`config.mk`:
```
export PLATFORM = sky130hd
export DESIGN_NAME = vram_blitter_flat
export DESIGN_NICKNAME = d
export VERILOG_FILES = /design/src/rtl/vram_blitter_pkg.sv /design/src/rtl/vram_blitter_if.sv /design/src/rtl/vram_blitter_addr.sv /design/src/rtl/vram_blitter.sv /design/src/flat_wrapper.sv
export SDC_FILE = /design/constraint.sdc
export NUM_CORES = 1
export LEC_CHECK = 0
export BUFFER_PORTS_ARGS = -buffer_cell sky130_fd_sc_hd__buf_2
export CAP_MARGIN = 20
export CORE_ASPECT_RATIO = 2
export CORE_MARGIN = 5
export CORE_UTILIZATION = 36
export CTS_BUF_LIST = sky130_fd_sc_hd__clkbuf_16
export CTS_CLUSTER_DIAMETER = 30
export DETAILED_ROUTE_END_ITERATION = 10
export PLACE_DENSITY = 0.63
export SYNTH_ARGS = -nofsm -noshare
export SYNTH_HDL_FRONTEND = slang
export SYNTH_SLANG_ARGS = --single-unit
```
`constraint.sdc`:
```
create_clock -name clk -period 6.35 [get_ports clk]
set_input_delay 1.27 -clock clk [delete_from_list [all_inputs] [get_ports clk]]
set_output_delay 1.27 -clock clk [all_outputs]
set_load 0.05 [all_outputs]
```
`src/rtl/vram_blitter_pkg.sv`:
```
// Shared types and width helpers for the VRAM blitter write path.
// Holds the FSM state type and the full-precision address width used before clipping.
package blit_pkg;

    typedef enum logic [1:0] {
        IDLE = 2'd0,
        RUN  = 2'd1,
        DONE = 2'd2
    } blit_state_t;

    // Wide enough that y*STRIDE + x never wraps before the clip test.
    function automatic int full_aw(input int hw, input int vw);
        return hw + vw + 1;
    endfunction

endpackage

```
`src/rtl/vram_blitter_if.sv`:
```
// Pixel stream in, VRAM write port out; the blitter is the slave side.
interface vram_blitter_if #(
    parameter int DATA_WIDTH = 13,
    parameter int AWIDTH     = 15
);
    logic [DATA_WIDTH-1:0] s_data;
    logic                  s_valid;
    logic                  s_ready;
    logic                  wr_en;
    logic [AWIDTH-1:0]     wr_addr;
    logic [DATA_WIDTH-1:0] wr_data;

    modport slave (
        input  s_data, s_valid,
        output s_ready, wr_en, wr_addr, wr_data
    );

    modport master (
        output s_data, s_valid,
        input  s_ready, wr_en, wr_addr, wr_data
    );
endinterface

```
`src/rtl/vram_blitter_addr.sv`:
```
// Combinational destination transform: mirror, offset, y*STRIDE+x, and clip.
// Inverse of the read-side transformer; in_range low means the beat is dropped.
module blit_addr
    import blit_pkg::*;
#(
    parameter int AWIDTH = 15,
    parameter int HWIDTH = 12,
    parameter int VWIDTH = 12,
    parameter int STRIDE = 160,
    parameter int DEPTH  = 19200
) (
    input  logic [HWIDTH-1:0] dst_x,
    input  logic [VWIDTH-1:0] dst_y,
    input  logic [HWIDTH-1:0] width,
    input  logic [VWIDTH-1:0] height,
    input  logic [HWIDTH-1:0] col,
    input  logic [VWIDTH-1:0] row,
    input  logic              hflip,
    input  logic              vflip,
    output logic [AWIDTH-1:0] addr,
    output logic              in_range
);
    localparam int FW = full_aw(HWIDTH, VWIDTH);
    localparam logic [HWIDTH:0] STRIDE_X = (HWIDTH+1)'(STRIDE);
    localparam logic [FW-1:0]   STRIDE_F = FW'(STRIDE);
    localparam logic [FW-1:0]   DEPTH_F  = FW'(DEPTH);

    logic [HWIDTH-1:0] xo;
    logic [VWIDTH-1:0] yo;
    logic [HWIDTH:0]   x;
    logic [VWIDTH:0]   y;
    logic [FW-1:0]     full;

    always_comb begin
        xo       = hflip ? (width - col - HWIDTH'(1)) : col;
        yo       = vflip ? (height - row - VWIDTH'(1)) : row;
        x        = {1'b0, dst_x} + {1'b0, xo};
        y        = {1'b0, dst_y} + {1'b0, yo};
        full     = FW'(y) * STRIDE_F + FW'(x);
        addr     = full[AWIDTH-1:0];
        // Columns past the row end would alias into the next row, so drop them too.
        in_range = (x < STRIDE_X) && (full < DEPTH_F);
    end
endmodule

```
`src/rtl/vram_blitter.sv`:
```
// Rectangle blitter: streams raster-order pixels into VRAM at a programmed
// destination with optional mirroring and clipping; one pixel per cycle.
module vram_blitter
    import blit_pkg::*;
#(
    parameter int DATA_WIDTH = 13,
    parameter int AWIDTH     = 15,
    parameter int HWIDTH     = 12,
    parameter int VWIDTH     = 12,
    parameter int STRIDE     = 160,
    parameter int DEPTH      = 19200
) (
    input  logic              clk,
    input  logic              rst_n,
    input  logic              start,
    input  logic [HWIDTH-1:0] dst_x,
    input  logic [VWIDTH-1:0] dst_y,
    input  logic [HWIDTH-1:0] width,
    input  logic [VWIDTH-1:0] height,
    input  logic              hflip,
    input  logic              vflip,
    vram_blitter_if.slave     bus,
    output logic              busy,
    output logic              done
);
    blit_state_t state, nstate;

    logic [HWIDTH-1:0]     dx_q, w_q, col;
    logic [VWIDTH-1:0]     dy_q, h_q, row;
    logic                  hf_q, vf_q;
    logic                  wr_en_q;
    logic [AWIDTH-1:0]     wr_addr_q;
    logic [DATA_WIDTH-1:0] wr_data_q;

    logic              accept, last_col, last_row;
    logic [AWIDTH-1:0] addr;
    logic              in_range;

    blit_addr #(
        .AWIDTH (AWIDTH),
        .HWIDTH (HWIDTH),
        .VWIDTH (VWIDTH),
        .STRIDE (STRIDE),
        .DEPTH  (DEPTH)
    ) u_addr (
        .dst_x    (dx_q),
        .dst_y    (dy_q),
        .width    (w_q),
        .height   (h_q),
        .col      (col),
        .row      (row),
        .hflip    (hf_q),
        .vflip    (vf_q),
        .addr     (addr),
        .in_range (in_range)
    );

    assign accept   = (state == RUN) && bus.s_valid;
    assign last_col = (col == w_q - HWIDTH'(1));
    assign last_row = (row == h_q - VWIDTH'(1));

    always_comb begin
        nstate = state;
        case (state)
            IDLE: if (start) nstate = ((width == '0) || (height == '0)) ? DONE : RUN;
            RUN:  if (accept && last_col && last_row) nstate = DONE;
            DONE: nstate = IDLE;
            default: nstate = IDLE;
        endcase
    end

    assign bus.s_ready = (state == RUN);
    assign busy        = (state != IDLE);
    assign done        = (state == DONE);
    assign bus.wr_en   = wr_en_q;
    assign bus.wr_addr = wr_addr_q;
    assign bus.wr_data = wr_data_q;

    always_ff @(posedge clk or negedge rst_n) begin
        if (!rst_n) begin
            state     <= IDLE;
            dx_q      <= '0;
            dy_q      <= '0;
            w_q       <= '0;
            h_q       <= '0;
            hf_q      <= 1'b0;
            vf_q      <= 1'b0;
            col       <= '0;
            row       <= '0;
            wr_en_q   <= 1'b0;
            wr_addr_q <= '0;
            wr_data_q <= '0;
        end else begin
            state   <= nstate;
            wr_en_q <= accept && in_range;
            if (accept && in_range) begin
                wr_addr_q <= addr;
                wr_data_q <= bus.s_data;
            end
            // Parameters are captured only from IDLE, so a start mid-blit is inert.
            if (state == IDLE && start) begin
                dx_q <= dst_x;
                dy_q <= dst_y;
                w_q  <= width;
                h_q  <= height;
                hf_q <= hflip;
                vf_q <= vflip;
                col  <= '0;
                row  <= '0;
            end else if (accept) begin
                if (last_col) begin
                    col <= '0;
                    row <= row + VWIDTH'(1);
                end else begin
                    col <= col + HWIDTH'(1);
                end
            end
        end
    end
endmodule

```
`src/flat_wrapper.sv`:
```
// flat-port wrapper written by rule: the top's interface ports become plain ports
module vram_blitter_flat import blit_pkg::*;
#(
    parameter int DATA_WIDTH = 13,
    parameter int AWIDTH     = 15,
    parameter int HWIDTH     = 12,
    parameter int VWIDTH     = 12,
    parameter int STRIDE     = 160,
    parameter int DEPTH      = 19200
)
  (clk, rst_n, start, dst_x, dst_y, width, height, hflip, vflip, busy, done, bus_s_data, bus_s_valid, bus_s_ready, bus_wr_en, bus_wr_addr, bus_wr_data);
  vram_blitter_if #(.DATA_WIDTH(DATA_WIDTH), .AWIDTH(AWIDTH)) bus_i ();
  input  logic clk;
  input  logic rst_n;
  input  logic start;
  input  logic [HWIDTH-1:0] dst_x;
  input  logic [VWIDTH-1:0] dst_y;
  input  logic [HWIDTH-1:0] width;
  input  logic [VWIDTH-1:0] height;
  input  logic hflip;
  input  logic vflip;
  output logic busy;
  output logic done;
  input wire logic [$bits(bus_i.s_data)-1:0] bus_s_data;
  input wire logic [$bits(bus_i.s_valid)-1:0] bus_s_valid;
  output wire logic [$bits(bus_i.s_ready)-1:0] bus_s_ready;
  output wire logic [$bits(bus_i.wr_en)-1:0] bus_wr_en;
  output wire logic [$bits(bus_i.wr_addr)-1:0] bus_wr_addr;
  output wire logic [$bits(bus_i.wr_data)-1:0] bus_wr_data;
  assign bus_i.s_data = bus_s_data;
  assign bus_i.s_valid = bus_s_valid;
  assign bus_s_ready = bus_i.s_ready;
  assign bus_wr_en = bus_i.wr_en;
  assign bus_wr_addr = bus_i.wr_addr;
  assign bus_wr_data = bus_i.wr_data;
  vram_blitter #(.DATA_WIDTH(DATA_WIDTH), .AWIDTH(AWIDTH), .HWIDTH(HWIDTH), .VWIDTH(VWIDTH), .STRIDE(STRIDE), .DEPTH(DEPTH)) u_core (.clk(clk), .rst_n(rst_n), .start(start), .dst_x(dst_x), .dst_y(dst_y), .width(width), .height(height), .hflip(hflip), .vflip(vflip), .bus(bus_i), .busy(busy), .done(done));
endmodule
```
==> results.json, run 1 <==
{
  "outcome": "complete, but fails checks",
  "failing_checks": "negative setup slack",
  "antenna_violations_before_repair": 0,
  "worst_path_largest_cell_delay_ns": 0.58,
  "synthesis_warning_total": 0,
  "slowest_stage": "a2111o_2",
  "fp.dieArea_mm2": 0.0271,
  "timing.final.setup_violations": 28,
  "post-route-drc-count": 0,
  "cts_tree": "done",
  "report.power.total_mw": 4.17,
  "grt_start_max_net_pins": 76,
  "post-route-period-util": 1.04,
  "syn_nets": 1074,
  "dp_hpwl_mm": 17.6,
  "synth_top_cell_by_area": "dfrtp_1",
  "finalHoldViolations": 0,
  "finalSetupTns_ns": -5.31,
  "detailroute.via_count": 7466,
  "placedCellCount": 1381,
  "worstPathMaxFanout": 7,
  "core-area_mm2": 0.0233,
  "cts-root-to-sink-buffers": 2,
  "cts_htree_levels": 3,
  "initialDrtViolationCount": 223,
  "antenna_viol_nets_final": 0,
  "post_route_cells_drive_above_1_share": 0.325,
  "maximum_vdd_drop_mv": 0.199,
  "worst_setup_hold_path_clk_slew_ns": 0.07,
  "placementRows": 79,
  "synth.most_common_cell": "dfrtp_1",
  "clock_sinks": 105,
  "fin_util": 0.458,
  "first_global_vias": 7720,
  "total_wirelength_of_the_detailed_routed_design_mm": 22.4,
  "reg2reg_path_depth": 27,
  "number_of_instances_on_the_worst_hold_path": 1,
  "worst_hold_slack_ns": 0.502,
  "placedInstanceArea_mm2": 0.0101,
  "yosys-top-cells-count": "dfrtp_1 (105), ha_1 (80), o21ai_0 (74)",
  "finalClockSkew_ns": 0.0121,
  "layout.cell_area.non_filler_mm2": 0.0107,
  "clockRootBuffer": "clkbuf_16",
  "register_to_register_setup_slack_ns": -0.23,
  "yosysUniqueCellTypes": 69,
  "holdCritPathClass": "register to register",
  "vias_per_cell": 5.30,
  "syn_avg_cell_area_um2": 9.27,
  "cts_made_buffers": 9,
  "drtPass1Iterations": 5,
  "worst-slew-pin-transition_ns": 0.889,
  "final_period_minus_worst_setup_slack_ns": 6.58,
  "kind_of_critical_path": "register to register",
  "timing.critical_path.arrival_ns": 6.83,
  "filler_cell_count": 2294,
  "routedWlPerCell_um": 15.9,
  "timing.max_cap.violations": 0,
  "synthesis.area_mm2": 0.00854,
  "post_layout_nonfiller_instances": 1410,
  "crit_path_capture_type": "register",
  "effective_utilization_at_floorplan": 0.366,
  "synth_area_leaders": "dfrtp_1 (31%), ha_1 (12%), mux2_2 (6.5%), xnor2_1 (6.2%), o21ai_0 (4.3%)",
  "nets": 1276,
  "post_cts_hold_buffer_count": 0,
  "synth-async-reset-ratio": 1.00,
  "die_h_um": 228,
  "grt_first_pass_wirelength_mm": 36.8,
  "slew_violations": 0,
  "dp_slack_ns": -0.265,
  "yosys_register_bits": 105,
  "die_width_um": 119,
  "syn-instance-count": 921,
  "io_pins": 99,
  "power.density_mw_per_mm2": 390,
  "antenna_cells_inserted": 0,
  "syn_to_final_growth_pct": 25.3,
  "rsz0062_at_grt": "true",
  "postSynth.topFlopCell": "dfrtp_1",
  "static-leakage-power_nw": 5.16,
  "grt_overflow_total": 0,
  "path_common_cell": "a21oi_2",
  "setup.worst_path.start_class": "register",
  "globalplace.congestion": 0.862,
  "slew_headroom": 0.407,
  "required_ns": 6.60,
  "place.port_buffers": 98,
  "yosysTopAreaCellShare": 0.308,
  "share_of_the_yosys_chip_area_belonging_to_registers": 0.308,
  "setup_ws_ns": -0.226,
  "clk-insertion-delay-late_ns": 0.37,
  "achievable-frequency_mhz": 152,
  "synth-edff-count": 0,
  "grt_use_total": 0.166
}
## placed cells by master, fill, tap and decap left out, types with 4 or more instances in the layout
| cell type | instances |
|---|---|
| mux2_2 | 49 |
| ha_1 | 74 |
| or2_2 | 8 |
| nand3_1 | 18 |
| nor4_1 | 9 |
| xor2_1 | 22 |
| o21bai_1 | 8 |
| o21ai_1 | 6 |
| o31ai_1 | 5 |
| and3_1 | 7 |
| a21oi_1 | 39 |
| inv_1 | 59 |
| a31oi_1 | 10 |
| nand3b_1 | 4 |
| xnor2_1 | 59 |
| o211ai_1 | 6 |
| nor2_1 | 56 |
| nand2b_1 | 11 |
| nand2_1 | 57 |
| buf_2 | 97 |
| nand4_1 | 11 |
| or3_1 | 12 |
| a21o_1 | 13 |
| nor3_1 | 18 |
| o21a_1 | 7 |
| buf_4 | 112 |
| dfrtp_1 | 105 |
| nor2b_1 | 19 |
| clkbuf_16 | 12 |
| mux2i_1 | 10 |
| fa_2 | 4 |
| a211oi_2 | 7 |
| nand4b_1 | 5 |
| a21oi_2 | 11 |
| o21ai_0 | 67 |
| and2_1 | 7 |
| mux2_4 | 18 |
## flip-flops by register name, indices dropped and copies added, names as in the netlist
signal / flops
u_core.bus.wr_addr: 15
u_core.bus.wr_data: 13
u_core.col: 12
u_core.dx_q: 12
u_core.dy_q: 12
u_core.h_q: 12
u_core.row: 12
u_core.w_q: 12
u_core.state: 2
u_core.bus.wr_en: 1
u_core.hf_q: 1
u_core.vf_q: 1
## layout make-up
class / instances / area (um^2) / area share
repair buffers: 213 / 1420 / 0.133
multi-input cells: 732 / 5770 / 0.539
inverters: 62 / 233 / 0.0218
clock buffers: 9 / 225 / 0.0211
clock inverters: 6 / 67.6 / 0.00632
well taps: 283 / 354 / 0.0331
flip-flops and latches: 105 / 2630 / 0.246
## critical path: cells and delay by family, from the launching register on
kind,cells,cell delay [ns]
AND/OR/NAND/NOR,6,1.45
multiplexers,1,0.29
buffers and inverters,3,0.43
flip-flops,1,0.37
AO/OA/AOI/OAI,10,2.01
adder cells (fa/ha/maj),6,1.77
XOR/XNOR,1,0.13
## path summary, 6_finish.rpt
check | start | to
setup / recovery | u_core.row[0] | u_core.bus.wr_addr[12]
hold / removal | u_core.bus.wr_data[3] | u_core.bus.wr_data[3]
setup reg to reg | u_core.row[0] | u_core.bus.wr_addr[12]
hold reg to reg | u_core.bus.wr_data[3] | u_core.bus.wr_data[3]
max in group asynchronous | rst_n | u_core.col[4]
min in group asynchronous | rst_n | u_core.row[9]
## layer usage
layer | track usage | share of wire | wire length, um | vias to the layer above
li1 | - | - | - | 3736
met1 | 0.165 | 0.37 | 8230 | 3566
met2 | 0.338 | 0.58 | 13000 | 119
met3 | 0.0250 | 0.022 | 502 | 45
met4 | 0.0613 | 0.029 | 643 | 0
met5 | 0 | 0 | 0 | -
## cells by family (layout without fill, tap and decap cells)
logic type	Yosys count	in the layout	share of synthesized area
buf+inv	84	290	0.0416
mux	77	77	0.108
simple gates	268	268	0.165
fa+ha+maj	86	86	0.131
compound gates	219	219	0.162
xor+xnor	82	82	0.0841
flops	105	105	0.308
## what timing repair did
action / in CTS / in global routing
resized for setup: 35 / 21
setup endpoints to repair: 29 / 29
gates cloned: 3 / 0
buffers inserted: 5 / 7
pin swaps: 16 / 25
## power breakdown
part | switching [mW] | total [mW] | internal [mW]
clock | 0.270 | 0.577 | 0.307
combinational | 1.46 | 2.79 | 1.34
sequential | 0.0543 | 0.800 | 0.746
(Power assumes the default switching activity.)
==> inputs of run 2 (changes only) <==
--- a/config.mk
+++ b/config.mk
@@ -13,7 +13,7 @@
 export CTS_BUF_LIST = sky130_fd_sc_hd__clkbuf_16
 export CTS_CLUSTER_DIAMETER = 30
 export DETAILED_ROUTE_END_ITERATION = 10
-export PLACE_DENSITY = 0.63
+export PLACE_DENSITY = 0.58
 export SYNTH_ARGS = -nofsm -noshare
 export SYNTH_HDL_FRONTEND = slang
 export SYNTH_SLANG_ARGS = --single-unit
==> run 2 against run 1 <==
Compared with the run above:
- the run still ends with negative setup slack left
- sequential power about the same
- clock power decreased by 4.5%
- clock skew increased by 0.0025 ns
- sequential cell count unchanged
- wire length increased by 0.94%
- combinational power increased by 3%
- first-iteration DRC count increased by 7.2%
- die area unchanged
- worst hold slack got worse by 0.0027 ns
- register-to-register slack got worse by 0.07 ns
- critical path type unchanged
==> results.json, run 2 (synthesized netlist as in run 1, its figures left out) <==
{
  "outcome": "complete, but fails checks",
  "failing_checks": "negative setup slack",
  "dp_slack_ns": -0.275,
  "number_of_instances_on_the_worst_hold_path": 1,
  "grt_overflow_total": 0,
  "filler_cell_count": 2295,
  "hold_start": "u_core.bus.wr_data[3]",
  "drtPass1Iterations": 4,
  "setup_ws_ns": -0.293,
  "placementRows": 79,
  "die_width_um": 119,
  "first_global_vias": 7593,
  "grt_first_pass_wirelength_mm": 36.9,
  "worst-slew-pin-transition_ns": 0.789,
  "worst_hold_slack_ns": 0.499,
  "initialDrtViolationCount": 239,
  "antenna_violations_before_repair": 0,
  "critical_path_launch_point": "u_core.h_q[0]",
  "maximum_vdd_drop_mv": 0.160,
  "clk-insertion-delay-late_ns": 0.37,
  "finalHoldViolations": 0,
  "globalplace.congestion": 0.878,
  "worst_path_largest_cell_delay_ns": 0.46,
  "static-leakage-power_nw": 5.24,
  "grt_use_total": 0.168,
  "fp.dieArea_mm2": 0.0271,
  "final_period_minus_worst_setup_slack_ns": 6.64,
  "worst_setup_hold_path_clk_slew_ns": 0.07,
  "min_to": "u_core.bus.wr_data[3]",
  "effective_utilization_at_floorplan": 0.366,
  "crit_path_capture_type": "register",
  "clock_sinks": 105,
  "routedWlPerCell_um": 15.8,
  "post-route-period-util": 1.05,
  "cts_htree_levels": 3,
  "layout_commonest_cell": "buf_4",
  "layout.cells.most_common_list": "buf_4 (123), dfrtp_1 (105), buf_2 (97)",
  "slowest_stage": "a2111o_1",
  "slew_headroom": 0.467,
  "report.power.total_mw": 4.21,
  "cts-root-to-sink-buffers": 2,
  "clockRootBuffer": "clkbuf_16",
  "achievable-frequency_mhz": 151,
  "power.density_mw_per_mm2": 389,
  "worstPathMaxFanout": 7,
  "finalClockSkew_ns": 0.0146,
  "required_ns": 6.60,
  "grt_start_max_net_pins": 57,
  "cts_tree": "done",
  "holdCritPathClass": "register to register",
  "critical_path.reg2reg.endpoint": "u_core.bus.wr_data[9]",
  "timing.final.setup_violations": 29,
  "timing.critical_path.arrival_ns": 6.90,
  "reg2reg_path_depth": 29,
  "detailroute.via_count": 7482,
  "dp_hpwl_mm": 17.9,
  "vias_per_cell": 5.25,
  "syn_to_final_growth_pct": 26.9,
  "core-area_mm2": 0.0233,
  "path_common_cell": "nor2_1",
  "post_route_cells_drive_above_1_share": 0.324,
  "placedInstanceArea_mm2": 0.0102,
  "post-route-drc-count": 0,
  "register_to_register_setup_slack_ns": -0.29,
  "antenna_viol_nets_final": 0,
  "total_wirelength_of_the_detailed_routed_design_mm": 22.6,
  "nets": 1291,
  "post_cts_hold_buffer_count": 0,
  "timing.max_cap.violations": 0,
  "largest_register_ff_count": 15,
  "place.port_buffers": 98,
  "antenna_cells_inserted": 0,
  "io_pins": 99,
  "rsz0062_at_grt": "true",
  "crit-reg2reg-launch": "u_core.h_q[0]",
  "die_h_um": 228,
  "layout.cell_area.non_filler_mm2": 0.0108,
  "setup.worst_path.start_class": "register",
  "slew_violations": 0,
  "cts_made_buffers": 9,
  "kind_of_critical_path": "register to register"
}
run 2: changes by cell type in the layout (fill, tap and decap cells not counted), moves of 3 or more:
cell	delta
a211oi_2	-3
clkbuf_16	-3
clkinv_4	+3
buf_6	+3
fa_2	-3
a21oi_2	-3
buf_4	+11
a21oi_1	+3
a211oi_1	+3
fa_1	+3
buf_16	+3
run 2: layout make-up:
cell class,count,area [um^2],share of cell area
inverters,62,233,0.0215
multi-input cells,732,5770,0.533
flip-flops and latches,105,2630,0.243
well taps,283,354,0.0327
clock inverters,7,56.3,0.00520
clock buffers,9,225,0.0208
repair buffers,228,1570,0.144
run 2: through the flow:
step	TNS (ns)	utilization	cells
3_3_place_gp	-4.28	0.436	1394
3_5_place_dp	-6.85	0.436	1394
6_report	-7.69	0.464	1426
2_1_floorplan	0	-	921
5_1_grt	-14.60	0.464	1426
4_1_cts	-6.59	0.457	1421
run 2: timing repair:
action                     4_1_cts  5_1_grt
setup endpoints to repair       29       29
gates resized for setup         15       28
pin swaps                       20       24
cloned                           3        0
buffers inserted                 8        5
run 2: metal layers:
layer | track usage | share of wire
met2 | 0.338 | 0.58
met3 | 0.0225 | 0.022
met5 | 0 | 0
met1 | 0.173 | 0.37
met4 | 0.0555 | 0.022
run 2: how the worst max path moves through the flow:
stage / end / depth (start not counted)
floorplan: u_core.bus.wr_addr[0] / 30
finish: u_core.bus.wr_data[9] / 29
global route: u_core.bus.wr_addr[10] / 29
CTS: u_core.bus.wr_addr[12] / 32
global placement: u_core.bus.wr_data[8] / 30
detailed placement: u_core.bus.wr_data[9] / 30
run 2: worst max-delay path: cells and delay by family, from the launching register on:
kind / cells / cell delay (ns)
buffers and inverters: 4 / 0.57
DFF: 1 / 0.42
xor gates and xnor gates: 2 / 0.30
adders and majority gates: 6 / 1.64
and+or+nand+nor: 8 / 1.62
AOI/OAI and AO/OA: 8 / 1.67
muxes: 1 / 0.29
run 2: power breakdown:
group	total (mW)	switching [mW]	internal [mW]
Combinational	2.86	1.46	1.40
Sequential	0.800	0.0538	0.746
Clock	0.551	0.281	0.270
Total	4.21	1.80	2.42
